### config.mk
export PLATFORM = sky130hd
export DESIGN_NAME = led_matrix_scanner_flat
export DESIGN_NICKNAME = d
export VERILOG_FILES = /design/src/rtl/led_matrix_pkg.sv /design/src/rtl/led_matrix_scanner_if.sv /design/src/rtl/led_matrix_scanner_scan_timer.sv /design/src/rtl/led_matrix_scanner.sv /design/src/flat_wrapper.sv
export SDC_FILE = /design/constraint.sdc
export NUM_CORES = 1
export LEC_CHECK = 0
export ABC_CLOCK_PERIOD_IN_PS = 2700
export BUFFER_PORTS_ARGS = -buffer_cell sky130_fd_sc_hd__buf_2
export CAP_MARGIN = 20
export CORE_MARGIN = 2
export CORE_UTILIZATION = 45
export DETAILED_ROUTE_END_ITERATION = 7
export GPL_ROUTABILITY_DRIVEN = 0
export PLACE_DENSITY_LB_ADDON = 0.3
export RECOVER_POWER = 25
export SLEW_MARGIN = 20
export SYNTH_ARGS = -nofsm -noshare
export SYNTH_HDL_FRONTEND = slang
export SYNTH_HIERARCHICAL = 1
export SYNTH_SLANG_ARGS = --single-unit
### constraint.sdc
create_clock -name CLK -period 2.7 [get_ports CLK]
set_input_delay 0.27 -clock CLK [delete_from_list [all_inputs] [get_ports CLK]]
set_output_delay 0.27 -clock CLK [all_outputs]
set_load 0.005 [all_outputs]
### src/rtl/led_matrix_pkg.sv
// Shared types and constants for the LED matrix scanner and the row-register side.
// Holds the scan state encoding, matrix geometry and the pixel index helper.
package led_matrix_pkg;

    typedef enum logic [1:0] {
        LOAD  = 2'd0,
        BLANK = 2'd1,
        DRIVE = 2'd2
    } scan_state_t;

    localparam int MATRIX_ROWS = 5;
    localparam int MATRIX_COLS = 7;

    // Flat bit position of a pixel; line-major, matching the frame_in packing.
    function automatic int pix_idx(input int row, input int col);
        return row * MATRIX_COLS + col;
    endfunction

    // Counter width able to hold the larger of the two phase lengths minus one.
    function automatic int cnt_width(input int div, input int blank);
        int m;
        m = (div > blank) ? div : blank;
        return (m <= 2) ? 1 : $clog2(m);
    endfunction

endpackage

### src/rtl/led_matrix_scanner_if.sv
// Pixel image in, row/column drive out, between row registers and the matrix driver.
// Optional LED_MATRIX_SCANNER_DIM_EN adds the 2-bit brightness input.
interface led_matrix_scanner_if
    import led_matrix_pkg::*;
#(
    parameter int ROWS = MATRIX_ROWS,
    parameter int COLS = MATRIX_COLS
);
    logic [ROWS*COLS-1:0] frame_in;
    logic [ROWS-1:0]      row_sel;
    logic [COLS-1:0]      col_n;
    logic                 frame_start;
`ifdef LED_MATRIX_SCANNER_DIM_EN
    logic [1:0]           bright;

    modport master (input frame_in, input bright, output row_sel, output col_n, output frame_start);
    modport slave  (output frame_in, output bright, input row_sel, input col_n, input frame_start);
`else
    modport master (input frame_in, output row_sel, output col_n, output frame_start);
    modport slave  (output frame_in, input row_sel, input col_n, input frame_start);
`endif
endinterface

### src/rtl/led_matrix_scanner_scan_timer.sv
// Phase timer: counts up to a loadable terminal value, flags it, then restarts at zero.
module scan_timer
    import led_matrix_pkg::*;
#(
    parameter int W = 2
) (
    input  logic         CLK,
    input  logic         RST,
    input  logic         clear,
    input  logic [W-1:0] term,
    output logic [W-1:0] cnt,
    output logic         tc
);
    assign tc = (cnt == term);

    // NOTE: registered state uses non-blocking assignments so every flop samples pre-edge values.
    always_ff @(posedge CLK) begin
        if (RST || clear || tc) begin
            cnt <= '0;
        end else begin
            cnt <= cnt + 1'b1;
        end
    end
endmodule

### src/rtl/led_matrix_scanner.sv
// Time-multiplexed 5x7 matrix driver: LOAD a frame, then BLANK/DRIVE each line in turn.
// Define LED_MATRIX_SCANNER_DIM_EN for per-frame brightness (on-time within DRIVE).
module led_matrix_scanner
    import led_matrix_pkg::*;
#(
    parameter int ROWS         = MATRIX_ROWS,
    parameter int COLS         = MATRIX_COLS,
    parameter int DIV          = 50000,
    parameter int BLANK_CYCLES = 64
) (
    input  logic                 CLK,
    input  logic                 RST,
    led_matrix_scanner_if.master bus
);
    localparam int CNT_W = cnt_width(DIV, BLANK_CYCLES);
    localparam int ROW_W = (ROWS > 1) ? $clog2(ROWS) : 1;
    localparam logic [CNT_W-1:0] DRIVE_TERM = CNT_W'(DIV - 1);
    localparam logic [CNT_W-1:0] BLANK_TERM = CNT_W'(BLANK_CYCLES - 1);
    localparam logic [ROW_W-1:0] LAST_ROW   = ROW_W'(ROWS - 1);

    scan_state_t          state, state_nxt;
    logic [ROW_W-1:0]     row_idx, row_idx_nxt;
    logic [ROWS*COLS-1:0] shadow;
    logic [CNT_W-1:0]     cnt, term;
    logic                 tc;
    logic                 pix_on;

    assign term = (state == DRIVE) ? DRIVE_TERM : BLANK_TERM;

    scan_timer #(.W(CNT_W)) u_timer (
        .CLK   (CLK),
        .RST   (RST),
        .clear (state == LOAD),
        .term  (term),
        .cnt   (cnt),
        .tc    (tc)
    );

    // Shadow is only written in LOAD, so a new image never tears the frame on display.
    always_ff @(posedge CLK) begin
        if (RST) begin
            state   <= LOAD;
            row_idx <= '0;
            shadow  <= '0;
        end else begin
            state   <= state_nxt;
            row_idx <= row_idx_nxt;
            if (state == LOAD) begin
                shadow <= bus.frame_in;
            end
        end
    end

`ifdef LED_MATRIX_SCANNER_DIM_EN
    logic [1:0]  bright_q;
    logic [31:0] on_lim;

    always_ff @(posedge CLK) begin
        if (RST) begin
            bright_q <= 2'd3;
        end else if (state == LOAD) begin
            bright_q <= bus.bright;
        end
    end

    assign on_lim = ((32'(bright_q) + 32'd1) * 32'(DIV)) >> 2;
    assign pix_on = (32'(cnt) < on_lim);
`else
    assign pix_on = 1'b1;
`endif

    // NOTE: every always_comb output gets a default first, so no path can infer a latch.
    always_comb begin
        state_nxt   = state;
        row_idx_nxt = row_idx;
        unique case (state)
            LOAD: begin
                row_idx_nxt = '0;
                state_nxt   = BLANK;
            end
            BLANK: begin
                if (tc) state_nxt = DRIVE;
            end
            DRIVE: begin
                if (tc) begin
                    if (row_idx == LAST_ROW) begin
                        state_nxt = LOAD;
                    end else begin
                        row_idx_nxt = row_idx + 1'b1;
                        state_nxt   = BLANK;
                    end
                end
            end
            default: state_nxt = LOAD;
        endcase
    end

    // Outputs decode straight from state; RST forces them off while it is held.
    always_comb begin
        bus.row_sel     = '0;
        bus.col_n       = '1;
        bus.frame_start = 1'b0;
        if (!RST) begin
            if (state == LOAD) begin
                bus.frame_start = 1'b1;
            end else if (state == DRIVE) begin
                bus.row_sel = ROWS'(1) << row_idx;
                if (pix_on) begin
                    bus.col_n = ~shadow[int'(row_idx)*COLS +: COLS];
                end
            end
        end
    end
endmodule
### src/flat_wrapper.sv
// flat-port wrapper written by rule: the top's interface ports become plain ports
module led_matrix_scanner_flat import led_matrix_pkg::*;
#(
    parameter int ROWS         = MATRIX_ROWS,
    parameter int COLS         = MATRIX_COLS,
    parameter int DIV          = 50000,
    parameter int BLANK_CYCLES = 64
)
  (CLK, RST, bus_frame_in, bus_row_sel, bus_col_n, bus_frame_start);
  led_matrix_scanner_if #(.ROWS(ROWS), .COLS(COLS)) bus_i ();
  input  logic CLK;
  input  logic RST;
  input wire logic [$bits(bus_i.frame_in)-1:0] bus_frame_in;
  output wire logic [$bits(bus_i.row_sel)-1:0] bus_row_sel;
  output wire logic [$bits(bus_i.col_n)-1:0] bus_col_n;
  output wire logic [$bits(bus_i.frame_start)-1:0] bus_frame_start;
  assign bus_i.frame_in = bus_frame_in;
  assign bus_row_sel = bus_i.row_sel;
  assign bus_col_n = bus_i.col_n;
  assign bus_frame_start = bus_i.frame_start;
  led_matrix_scanner #(.ROWS(ROWS), .COLS(COLS), .DIV(DIV), .BLANK_CYCLES(BLANK_CYCLES)) u_core (.CLK(CLK), .RST(RST), .bus(bus_i));
endmodule
After elaboration in Yosys (flattened, before gate mapping)
Index checks and enable logic that the tools add are counted.
{"block": "classes", "n_addsub": 2, "n_mul": 1, "n_eq_ne": 7, "n_shift": 2, "muxes": 16, "n_bitwise": 1, "reduce_logical": 6}
{"cell": "$shiftx 35x32->7", "n": 1}
{"cell": "$mux 7", "n": 3}
{"cell": "$add 16x1->16 const B", "n": 1}
{"cell": "$eq 16x16->1", "n": 1}
{"cell": "$mux 16", "n": 1}
{"cell": "$mux 5", "n": 3}
{"cell": "$not 7->7", "n": 1}
{"cell": "$mul 3x3->6 const B", "n": 1}
{"cell": "$mux 3", "n": 2}
{"cell": "$ne 2x2->1 const B", "n": 3}
{"cell": "$pmux 2 s3", "n": 1}
{"cell": "$pmux 3 s2", "n": 1}
{"cell": "$shl 1x3->5 const A", "n": 1}
{"cell": "$mux 2", "n": 2}
{"cell": "$add 3x1->3 const B", "n": 1}
{"cell": "$eq 3x3->1 const B", "n": 1}
{"cell": "$mux 1", "n": 3}
{"cell": "$reduce_and 3->1", "n": 1}
{"cell": "$eq 2x1->1 const B", "n": 1}
{"cell": "$eq 2x2->1 const B", "n": 1}
{"cell": "$logic_not 2->1", "n": 1}
{"cell": "$logic_or 1x1->1", "n": 2}
{"cell": "$reduce_and 2->1", "n": 1}
{"cell": "$reduce_bool 2->1", "n": 1}
{"block": "word_totals", "ff_bits": 56, "inputBits": 37, "out_inout_bits": 13, "wordCells": 39}

Longest topological paths before layout
Gate-level depths: netlist of the first run.
{"block": "logic_depth", "ltp_word": 6, "mapped_depth": 10, "mapped_depth_nobuf": 9}

Hierarchy
The synthesis of the first run kept the hierarchy.
{"module": "led_matrix_scanner", "n_inst": 1, "cells_each": 243, "area_each_um2": 2164.6, "seq_area_each_um2": 800.8}
{"module": "scan_timer", "n_inst": 1, "cells_each": 99, "area_each_um2": 918.4, "seq_area_each_um2": 320.3}

Worst setup path after synthesis of the first run
No wires, ideal clock.
{"block": "synth_path", "path_type": "reg2reg", "start": "register u_core.state[0]", "end": "register u_core.row_idx[2]", "setup_time_ps": 74, "t_arrival_ps": 2247, "required_ps": 2626, "setup_slack_ps": 379, "stages_incl_launch_ff": 10, "n_path_buf": 1, "period_less_slack_ps": 2321, "cell_sequence": "dfxtp_1 nand2b_4 inv_1 xnor2_1 nand4_1 nor4_4 buf_2 nand3b_4 or3_1 a21oi_1"}
{"block": "synth_via", "elab_chain_len": 5, "elab_cells_between_ends": 9, "classes_between": "4 x eq/ne; 2 x mux; 3 x reduce/logical"}
{"element": "start: declaration", "line": "led_matrix_scanner.sv:21", "rtl": "scan_state_t state, state_nxt;"}
{"element": "start signal: assignment", "line": "led_matrix_scanner.sv:46", "rtl": "state <= state_nxt;"}
{"element": "$eq 2x2->1", "line": "led_matrix_scanner.sv:28", "rtl": "assign term = (state == DRIVE) ? DRIVE_TERM : BLANK_TERM;"}
{"element": "$mux 16", "line": "led_matrix_scanner.sv:28"}
{"element": "named net u_core.term[4]", "line": "led_matrix_scanner.sv:24", "rtl": "logic [CNT_W-1:0] cnt, term;"}
{"element": "$eq 16x16->1", "line": "led_matrix_scanner_scan_timer.sv:14", "rtl": "assign tc = (cnt == term);"}
{"element": "named net u_core.tc", "line": "led_matrix_scanner.sv:25", "rtl": "logic tc;"}
{"element": "$ne 2x2->1 (no line)"}
{"element": "$reduce_and 3->1 (no line)"}
{"element": "end signal: assignment", "line": "led_matrix_scanner.sv:47", "rtl": "row_idx <= row_idx_nxt;"}
{"element": "end: declaration", "line": "led_matrix_scanner.sv:22", "rtl": "logic [ROW_W-1:0] row_idx, row_idx_nxt;"}
The timed path passes the listed nets, and every way through them passes these cells.
A chain may end at the register's enable or synchronous reset.

Worst setup path in the final report of the first run
{"block": "layout_path", "start": "register u_core.state[0]", "end": "register u_core.u_timer.cnt[5]"}
{"block": "layout_via", "elab_chain_len": 4, "elab_cells_between_ends": 6, "classes_between": "2 x eq/ne; 1 x mux; 3 x reduce/logical"}
{"element": "$eq 2x2->1", "line": "led_matrix_scanner.sv:28"}
{"element": "$mux 16", "line": "led_matrix_scanner.sv:28"}
{"element": "$eq 16x16->1", "line": "led_matrix_scanner_scan_timer.sv:14"}
{"element": "$logic_or 1x1->1 (*)", "line": "led_matrix_scanner_scan_timer.sv:18", "rtl": "if (RST || clear || tc) begin"}
{"element": "end signal: assignment", "line": "led_matrix_scanner_scan_timer.sv:21", "rtl": "cnt <= cnt + 1'b1;"}
{"element": "end: declaration", "line": "led_matrix_scanner_scan_timer.sv:11", "rtl": "output logic [W-1:0] cnt,"}
Mark *: on every way between the ends. The rest lies on a longest branch, timed or not.

==> run summary, run 1 <==
Post-Syn Area = 3080 µm²
Seq/Total Area, Yosys = 36.4%
# hold bufs at CTS = 0
TritonCTS Buffers = 5
synthesis-to-layout area growth = 10.1%
num ports = 50
Seq cells post-synth = 56
critical path endpoint category = flop
met3 WL = 315 µm
DRC viols = 0
Finish-stage setup viols = 0
Cells after DPL = 463
final worst-path cycle share = 85.3%
starting density of the core = 45.9%
Max Slew Vio Count = 0
share of cells above drive strength 1 = 33.2%
post-CTS sizing = 0
clock buffer depth = 2
setup TNS = 0 ns
hold_sp = bus_frame_in[20]
CTS sink cnt = 56
worst-skew pair later-pin latency = 0.31 ns
Worst-path clk slew = 0.11 ns
DR vias = 2374
FMAX = 0.434 GHz
CTS tree = yes
Cells after Synth = 342
Diodes inserted = 0
vias in the first global route = 2267
CP Launch Type = flop
routed wire length = 6.33 mm
DRT iter0 DRCs = 107
nets = 433
Setup Skew = 0.00992 ns
antenna violations before repair = 0
drt wl/cell = 13.4 µm
Leak = 1.23 nW
die height = 86.8 µm
RSZ-0062 raised after global routing = no
Root Buffer = clkbuf_8
GRT Total Usage = 17.6%
Pwr Density = 444 nW/µm²
dpl hpwl = 4.63 mm
first-pass GRT wire length = 10.6 mm
synthesized area per cell = 9.01 µm²
global route overflow = 0
Die Width = 86.8 µm
top cells by area, synth = dfxtp_1 36%, a21oi_2 8.2%, xnor2_1 8.0%
core area = 6720 µm²
H-Tree Depth = 2
Post-CTS Setup Inserts = 0
M1 WL = 3.11 mm
RR Startpoint = u_core/state[0]
Non-Filler Instances = 471
Yosys warning total = 6
ys async rst share = 0%
top sig layer = met4
Hold Crit Depth = 3
crit-path max FO = 36
post-route minimum period = 2.30 ns
top-area cell type share of the netlist area = 36.4%
Worst EP arrival = 2.53 ns
Most used DFF post-synth = dfxtp_1
DIE AREA = 7530 µm²
maximum vdd ir drop = 0.000344 V
library cells used by synthesis = 52
Crit Path Class = reg -> reg
Final Hold Vio Count = 0
met2 wire len = 2.84 mm
Post-synth EDFFs = 0
maxcap violations = 0
Hold WC Path Type = in -> reg
reg2reg path depth = 4
CP required = 2.93 ns
outcome = completed
Vias/cell = 5.04
crit path from = u_core/state[0]
ANT nets after route = 0
drt first pass iters = 4
largest net degree at the start of global routing = 37
Slew @ Worst Pin = 1.05 ns
row cnt = 30
leading area contributor after synthesis = dfxtp_1
max_slew headroom = 29.8%
Port Buf Inserts = 49
## per-layer routing
metal | vias to the layer above | GRT usage [%]
li1 | 1242 | -
met1 | 1077 | 25.0
met2 | 49 | 27.1
met3 | 6 | 4.00
met4 | 0 | 4.55
met5 | - | 0
## cell usage in the layout (no fill, tap or decap), types with 7 or more instances in the layout
| cell type | instances |
|---|---|
| dfxtp_1 | 56 |
| buf_2 | 49 |
| conb_1 | 9 |
| a21oi_1 | 15 |
| nor3_1 | 19 |
| a21oi_2 | 24 |
| nor2_1 | 11 |
| xnor2_1 | 28 |
| mux2i_1 | 10 |
| nand2_1 | 54 |
| nand2_2 | 29 |
| nand3_1 | 7 |
## per-stage QoR
stage	util [%]	cell area [µm²]	worst slack [ns]	power (mW)	hold slack [ns]
floorplan	-	3110	0.379	1.02	0.406
global placement	49.5	3320	0.559	1.05	0.444
detailed placement	49.5	3320	0.482	1.05	0.448
CTS	50.9	3420	0.449	1.53	0.176
global route	50.5	3390	0.180	1.58	0.166
finish	50.5	3390	0.396	1.51	0.187
## Yosys cell counts, types with 2 or more instances
| library cell | n |
|---|---|
| a21oi_2 | 29 |
| clkbuf_4 | 2 |
| o22ai_1 | 2 |
| nand4_1 | 6 |
| ha_1 | 6 |
| nor4_1 | 3 |
| inv_1 | 5 |
| nand2_2 | 29 |
| mux2_4 | 3 |
| o21ai_0 | 4 |
| clkbuf_1 | 4 |
| buf_12 | 4 |
| dfxtp_1 | 56 |
| a2bb2oi_1 | 3 |
| nand2_1 | 54 |
| xnor2_1 | 28 |
| o21ai_1 | 4 |
| buf_4 | 2 |
| a32o_1 | 3 |
| nor2_1 | 11 |
| mux2i_1 | 10 |
| or2_4 | 2 |
| buf_2 | 5 |
| conb_1 | 2 |
| xor2_1 | 2 |
| nand3_1 | 7 |
| and3_1 | 3 |
| nor3_1 | 19 |
| a21oi_1 | 10 |
| buf_1 | 2 |
## cells by family after synthesis
| group | after synthesis | share of synthesized area (%) |
|---|---|---|
| buf+inv | 26 | 6.37 |
| flops | 56 | 36.4 |
| other cells | 2 | 0.244 |
| fa+ha+maj | 6 | 2.44 |
| simple gates | 151 | 26.9 |
| xor+xnor | 30 | 8.52 |
| mux | 14 | 5.07 |
| compound gates | 57 | 14.0 |
## power by group
part | leakage [nW] | internal, mW | switching [mW]
sequential | 0.458 | 0.857 | 0.0233
clock | 0.0491 | 0.192 | 0.286
combinational | 0.721 | 0.0664 | 0.0823
## cell type report
class                           count  area [µm²]
Clock buffer                        5        68.8
Fill cell                         665        3320
Clock inverter                      3        26.3
Tap cell                           80         100
Timing Repair Buffer               54         283
Sequential cell                    56        1120
Inverter                            6        22.5
Multi-Input combinational cell    267        1770
## worst paths after layout
kind | endpoint | slack (ns)
worst max-delay path | u_core/u_timer/cnt[5] | 0.40
worst min-delay path | u_core/shadow[20] | 0.19
worst max register to register | u_core/u_timer/cnt[5] | 0.40
worst min register to register | u_core/shadow[7] | 0.46
## worst max-delay path: stages (launching register included)
cell	delay [ns]
dfxtp_1	0.46
or2_4	0.36
inv_1	0.53
or2_2	0.63
nor3_1	0.22
## registers in the layout, indices dropped and copies added (netlist names)
| name | flops |
|---|---|
| u_core/u_timer/cnt | 16 |
| u_core/row_idx | 3 |
| u_core/shadow | 35 |
| u_core/state | 2 |
Power figures use the tool's default switching activity.
==> run 2: changes to the inputs <==
--- a/config.mk
+++ b/config.mk
@@ -14,6 +14,7 @@
 export GPL_ROUTABILITY_DRIVEN = 0
 export PLACE_DENSITY_LB_ADDON = 0.3
 export RECOVER_POWER = 25
+export REMOVE_ABC_BUFFERS = 1
 export SLEW_MARGIN = 20
 export SYNTH_ARGS = -nofsm -noshare
 export SYNTH_HDL_FRONTEND = slang
==> run 2 against run 1 <==
Clock-buffer cell count is 1 higher. Critical path type unchanged. Core utilization is 0.075 points lower. Via count is 1.6% higher. Sequential power hardly changed. Register-to-register slack hardly changed. Die area stayed put. Clock skew is 0.00089 ns higher. First-iteration DRC count is 40% lower. Setup slack worse by 0.0028 ns. Non-clock buffer count is 1 lower.
==> run summary, run 2 (synthesis gave the netlist of run 1 again) <==
vias in the first global route = 2368 (+4.5%)
DIE AREA = 7530 µm² (unchanged)
die height = 86.8 µm (unchanged)
Leak = 1.22 nW (-0.43%)
critical path endpoint category = flop
post-CTS sizing = 0 (unchanged)
RSZ-0062 raised after global routing = no
DRT iter0 DRCs = 64 (-40%)
Hold WC Path Type = in -> reg
crit-path max FO = 8 (-78%)
Die Width = 86.8 µm (unchanged)
clock buffer depth = 2 (unchanged)
drt wl/cell = 13.2 µm (-1.7%)
hold_sp = bus_frame_in[9]
max reg flops = 35 (unchanged)
starting density of the core = 45.9% (unchanged)
worst-skew pair later-pin latency = 0.32 ns (about the same)
core area = 6720 µm² (unchanged)
Finish-stage setup viols = 0 (unchanged)
CTS tree = yes
antenna violations before repair = 0 (unchanged)
max_slew headroom = 53.4% (+24 points)
Crit Path Class = reg -> reg
num ports = 50 (unchanged)
met2 wire len = 2.98 mm (+4.9%)
first-pass GRT wire length = 11.0 mm (+3.0%)
post-route minimum period = 2.31 ns (+0.00284 ns)
Final Util = 50.4% (-0.075 points)
top sig layer = met4
worst slack at placement = 0.428 ns (-0.0539 ns)
Cells after DPL = 462 (-0.22%)
Pwr Density = 470 nW/µm² (+5.9%)
Slew @ Worst Pin = 0.698 ns (-0.354 ns)
Root Buffer = clkbuf_8
share of cells above drive strength 1 = 31.3% (-2.0 points)
Vias/cell = 5.13 (+1.9%)
Diodes inserted = 0 (unchanged)
CP Launch Type = flop
CP max stage cell = nor4_4
GRT Total Usage = 18.0% (+0.36 points)
Worst-path clk slew = 0.11 ns (about the same)
crit-path cells = nand2b_4, inv_1, xnor2_1, nand4_1, nor4_4, nand3b_4, or3_1, a21oi_1
DR vias = 2413 (+1.6%)
largest net degree at the start of global routing = 37 (unchanged)
Setup Skew = 0.0108 ns (+0.000894 ns)
Port Buf Inserts = 49 (unchanged)
biggest regs = u_core/shadow: 35 flops, u_core/u_timer/cnt: 16 flops, u_core/row_idx: 3 flops
Post-CTS Setup Inserts = 0 (unchanged)
commonest non-fill, non-tap cell in the layout = nand2_1
routed wire length = 6.21 mm (-1.9%)
row cnt = 30 (unchanged)
CP required = 2.95 ns (+0.02 ns)
synthesis-to-layout area growth = 9.94%
nets = 432 (-0.23%)
M1 WL = 2.92 mm (-6.1%)
Final Hold Vio Count = 0 (unchanged)
final worst-path cycle share = 85.4% (+0.11 points)
Worst EP arrival = 2.55 ns (+0.02 ns)
global route overflow = 0 (unchanged)
TritonCTS Buffers = 5 (unchanged)
dpl hpwl = 4.36 mm (-5.8%)
Non-Filler Instances = 470 (-0.21%)
maximum vdd ir drop = 0.000220 V (-36%)
most flop-heavy register = u_core/shadow
maxcap violations = 0 (unchanged)
CTS sink cnt = 56 (unchanged)
drt first pass iters = 4 (unchanged)
final worst slack = 0.393 ns (-0.00284 ns)
ANT nets after route = 0 (unchanged)
DRC viols = 0 (unchanged)
setup TNS = 0 ns (unchanged)
Layout fillers = 672 (+1.1%)
most frequent cells in the layout = 62 x nand2_1, 56 x dfxtp_1, 49 x buf_2
outcome = completed
RR Startpoint = u_core/state[0]
Max Slew Vio Count = 0 (unchanged)
met3 WL = 223 µm (-29%)
crit path from = u_core/state[0]
# hold bufs at CTS = 0 (unchanged)
FMAX = 0.433 GHz (-0.12%)
crit-path max cell delay = 0.47 ns (-0.16 ns)
H-Tree Depth = 2 (unchanged)
run 2: power breakdown:
group          internal (mW)  switching [mW]  leakage (nW)  total (mW)
registers              0.857          0.0207         0.458       0.877
logic                 0.0656          0.0805         0.709       0.146
clock network          0.281           0.288        0.0558       0.569
total                   1.20           0.389          1.22        1.59
run 2: per-stage QoR:
stage	hold slack (ns)	instance area, µm²	power (mW)
detailed placement	0.449	3320	1.05
finish	0.168	3390	1.59
CTS	0.160	3430	1.62
global route	0.161	3390	1.66
floorplan	0.332	2940	0.987
global placement	0.444	3320	1.05
run 2: final timing paths:
check	to	slack (ns)	cells past startpoint
hold / removal	u_core/shadow[9]	0.17	3
hold reg to reg	u_core/shadow[9]	0.46	2
setup / recovery	u_core/row_idx[2]	0.39	8
setup reg to reg	u_core/row_idx[2]	0.39	8
run 2: per-layer routing:
layer	vias to the layer above	GRT usage, %
li1	1236	-
met1	1119	23.6
met2	49	30.1
met3	9	3.33
met4	0	5.54
met5	-	0
run 2: area by class of cell:
class                      instances  area [µm²]  share of cell area (%)
sequential                        56        1120                    33.1
inverter                           6        27.5                   0.812
timing repair buffer              53         273                    8.05
clock buffer                       6        72.6                    2.14
tap                               80         100                    2.95
multi-input combinational        267        1760                    51.8
clock inverter                     2        38.8                    1.14
run 2: critical path, delay by kind of cell (launching register included):
kind | cells | cell delay (ns)
xor gates and xnor gates | 1 | 0.18
buffers and inverters | 1 | 0.13
and+or+nand+nor | 5 | 1.34
AOI/OAI and AO/OA | 1 | 0.11
DFF | 1 | 0.46
==> run 3: changes to the inputs <==
==> constraint.sdc (replaced) <==
create_clock -name CLK -period 2.7 [get_ports CLK]
set_input_delay 0.135 -clock CLK [delete_from_list [all_inputs] [get_ports CLK]]
set_output_delay 0.135 -clock CLK [all_outputs]
set_load 0.005 [all_outputs]
==> run 3 against run 2 <==
Power down 6.1%. Register-to-register slack worse by 0.02 ns. Largest cell class unchanged. Sequential power barely moved. Wire length up 0.39%. First-iteration DRC count grew 84%. Clock-buffer cell count unchanged. Critical endpoint unchanged. Worst hold slack got worse by 0.13 ns.
==> run summary, run 3 (synthesis gave the netlist of run 1 again) <==
Die Width = 86.8 µm (unchanged)
Crit Path Class = reg -> reg
Cells after DPL = 463 (+0.22%)
Port Buf Inserts = 49 (unchanged)
logic gate share of total power = 9.8% (+0.6 points)
DRT iter0 DRCs = 118 (+84%)
RR Startpoint = u_core/state[0]
starting density of the core = 45.9% (unchanged)
crit-path max cell delay = 0.48 ns (about the same)
nets = 433 (+0.23%)
Worst Hold End = u_core/shadow[9]
CTS tree = yes
critical path endpoint category = flop
flop2flop setup slack = 0.37 ns (-0.02 ns)
antenna violations before repair = 0 (unchanged)
share of power burned in the clock network = 31.6% (-4.1 points)
# hold bufs at CTS = 0 (unchanged)
Slew @ Worst Pin = 0.918 ns (+0.219 ns)
most frequent cells in the layout = 68 x nand2_1, 56 x dfxtp_1, 49 x buf_2
maximum vdd ir drop = 0.000209 V (-5.0%)
FMAX = 0.430 GHz (-0.90%)
share of cells above drive strength 1 = 30.4% (-0.85 points)
reg2reg path depth = 8 (unchanged)
Finish-stage setup viols = 0 (unchanged)
CP required = 2.94 ns (about the same)
max_slew headroom = 38.8% (-15 points)
Hold WC Path Type = in -> reg
Sw Ratio = 26.0% (+1.6 points)
Critical R2R Capture = u_core/row_idx[2]
Diodes inserted = 0 (unchanged)
CP max stage cell = dfxtp_1
hold_sp = bus_frame_in[9]
ANT nets after route = 0 (unchanged)
first-pass GRT wire length = 11.1 mm (+1.3%)
final instance area = 3370 µm² (-0.63%)
Final Hold Vio Count = 0 (unchanged)
Worst-path clk slew = 0.11 ns (about the same)
drt wl/cell = 13.2 µm (+0.17%)
Seq pwr share = 58.6% (+3.5 points)
Leak = 1.21 nW (-1.2%)
delay-heaviest family, CP = simple AND/OR/NAND/NOR gates
crit-path cells = nand2b_4, inv_1, xnor2_1, nand4_1, nor4_4, nand3b_4, or3_1, a21oi_1
biggest regs = u_core/shadow: 35 flops, u_core/u_timer/cnt: 16 flops, u_core/row_idx: 3 flops
H-Tree Depth = 2 (unchanged)
sw power = 389 µW (about the same)
Vias/cell = 5.16 (+0.45%)
TritonCTS Buffers = 5 (unchanged)
post-route minimum period = 2.33 ns (+0.0209 ns)
cell-internal power = 1.11 mW (-8.0%)
core area = 6720 µm² (unchanged)
CP Launch Type = flop
routed wire length = 6.23 mm (+0.39%)
clock buffer depth = 2 (unchanged)
Pwr Density = 444 nW/µm² (-5.5%)
Max Slew Vio Count = 0 (unchanged)
Buf+Inv Stages, Crit Path = 1 (unchanged)
Area after DPL = 3320 µm² (+0.23%)
DR vias = 2429 (+0.66%)
global route overflow = 0 (unchanged)
crit path from = u_core/state[0]
max reg flops = 35 (unchanged)
drt first pass iters = 4 (unchanged)
Hold Crit Depth = 3 (unchanged)
setup TNS = 0 ns (unchanged)
GRT Total Usage = 18.3% (+0.27 points)
Post-CTS Setup Inserts = 0 (unchanged)
crit-path max FO = 8 (unchanged)
RSZ-0062 raised after global routing = no
Worst EP arrival = 2.57 ns (+0.02 ns)
largest net degree at the start of global routing = 38 (+2.7%)
Root Buffer = clkbuf_8
maxcap violations = 0 (unchanged)
CTS sink cnt = 56 (unchanged)
outcome = completed
vias in the first global route = 2433 (+2.7%)
row cnt = 30 (unchanged)
num ports = 50 (unchanged)
post-CTS sizing = 0 (unchanged)
Non-Filler Instances = 471 (+0.21%)
DIE AREA = 7530 µm² (unchanged)
most flop-heavy register = u_core/shadow
final worst-path cycle share = 86.2% (+0.77 points)
worst-skew pair later-pin latency = 0.32 ns (about the same)
Design Power = 1.50 mW (-6.1%)
hold_ws = 0.0391 ns (-0.129 ns)
die height = 86.8 µm (unchanged)
DRC viols = 0 (unchanged)
commonest non-fill, non-tap cell in the layout = nand2_1
Setup Skew = 0.00979 ns (-0.00102 ns)
synthesis-to-layout area growth = 9.25%
dpl hpwl = 4.36 mm (about the same)
==> run 3: cell types whose count changed in the layout (fill, tap and decap cells not counted), sizes merged <==
cell and delta:
inv -1, clkinvlp +1, bufinv -1, clkinv +1, buf +1
==> run 3: power groups by stage <==
| stage | sequential [mW] | combinational (mW) | clock (mW) |
|---|---|---|---|
| after global placement | 0.896 | 0.150 | 0 |
| after global routing | 0.881 | 0.165 | 0.526 |
| after detailed placement | 0.898 | 0.152 | 0 |
| after CTS | 0.879 | 0.153 | 0.490 |
| after floorplan | 0.893 | 0.0941 | 0 |
| final | 0.877 | 0.146 | 0.473 |
==> run 3: worst min-delay path: stages <==
cell and delay (ns):
buf_2 0.09, nand2_1 0.04, a21oi_1 0.05
==> run 3: worst max-delay path by stage <==
stage / to / cells past startpoint
6_report: u_core/row_idx[2] / 8
5_1_grt: u_core/row_idx[2] / 8
4_1_cts: u_core/row_idx[2] / 8
3_5_place_dp: u_core/row_idx[2] / 8
3_3_place_gp: u_core/row_idx[2] / 8
2_1_floorplan: u_core/row_idx[2] / 8
==> run 3: per-layer routing <==
metal	up-vias	track usage, %	part of all wire (%)
li1	1244	-	-
met1	1133	23.7	49
met2	47	30.2	46
met3	5	4.67	3.7
met4	0	4.97	0.98
met5	-	0	0
==> run 3: metrics by stage <==
stage               util [%]  worst slack (ns)
floorplan                  -             0.290
global placement        49.5             0.578
detailed placement      49.5             0.415
CTS                     50.8             0.401
global route            50.1             0.218
finish                  50.1             0.372
==> run 3: final cells by class <==
| cell class | count | area [µm²] |
|---|---|---|
| clock buffer | 6 | 72.6 |
| clock inverter | 2 | 16.3 |
| fill | 662 | 3350 |
| inverter | 6 | 27.5 |
| multi-input combinational | 267 | 1750 |
| sequential | 56 | 1120 |
| tap | 80 | 100 |
| timing repair buffer | 54 | 280 |
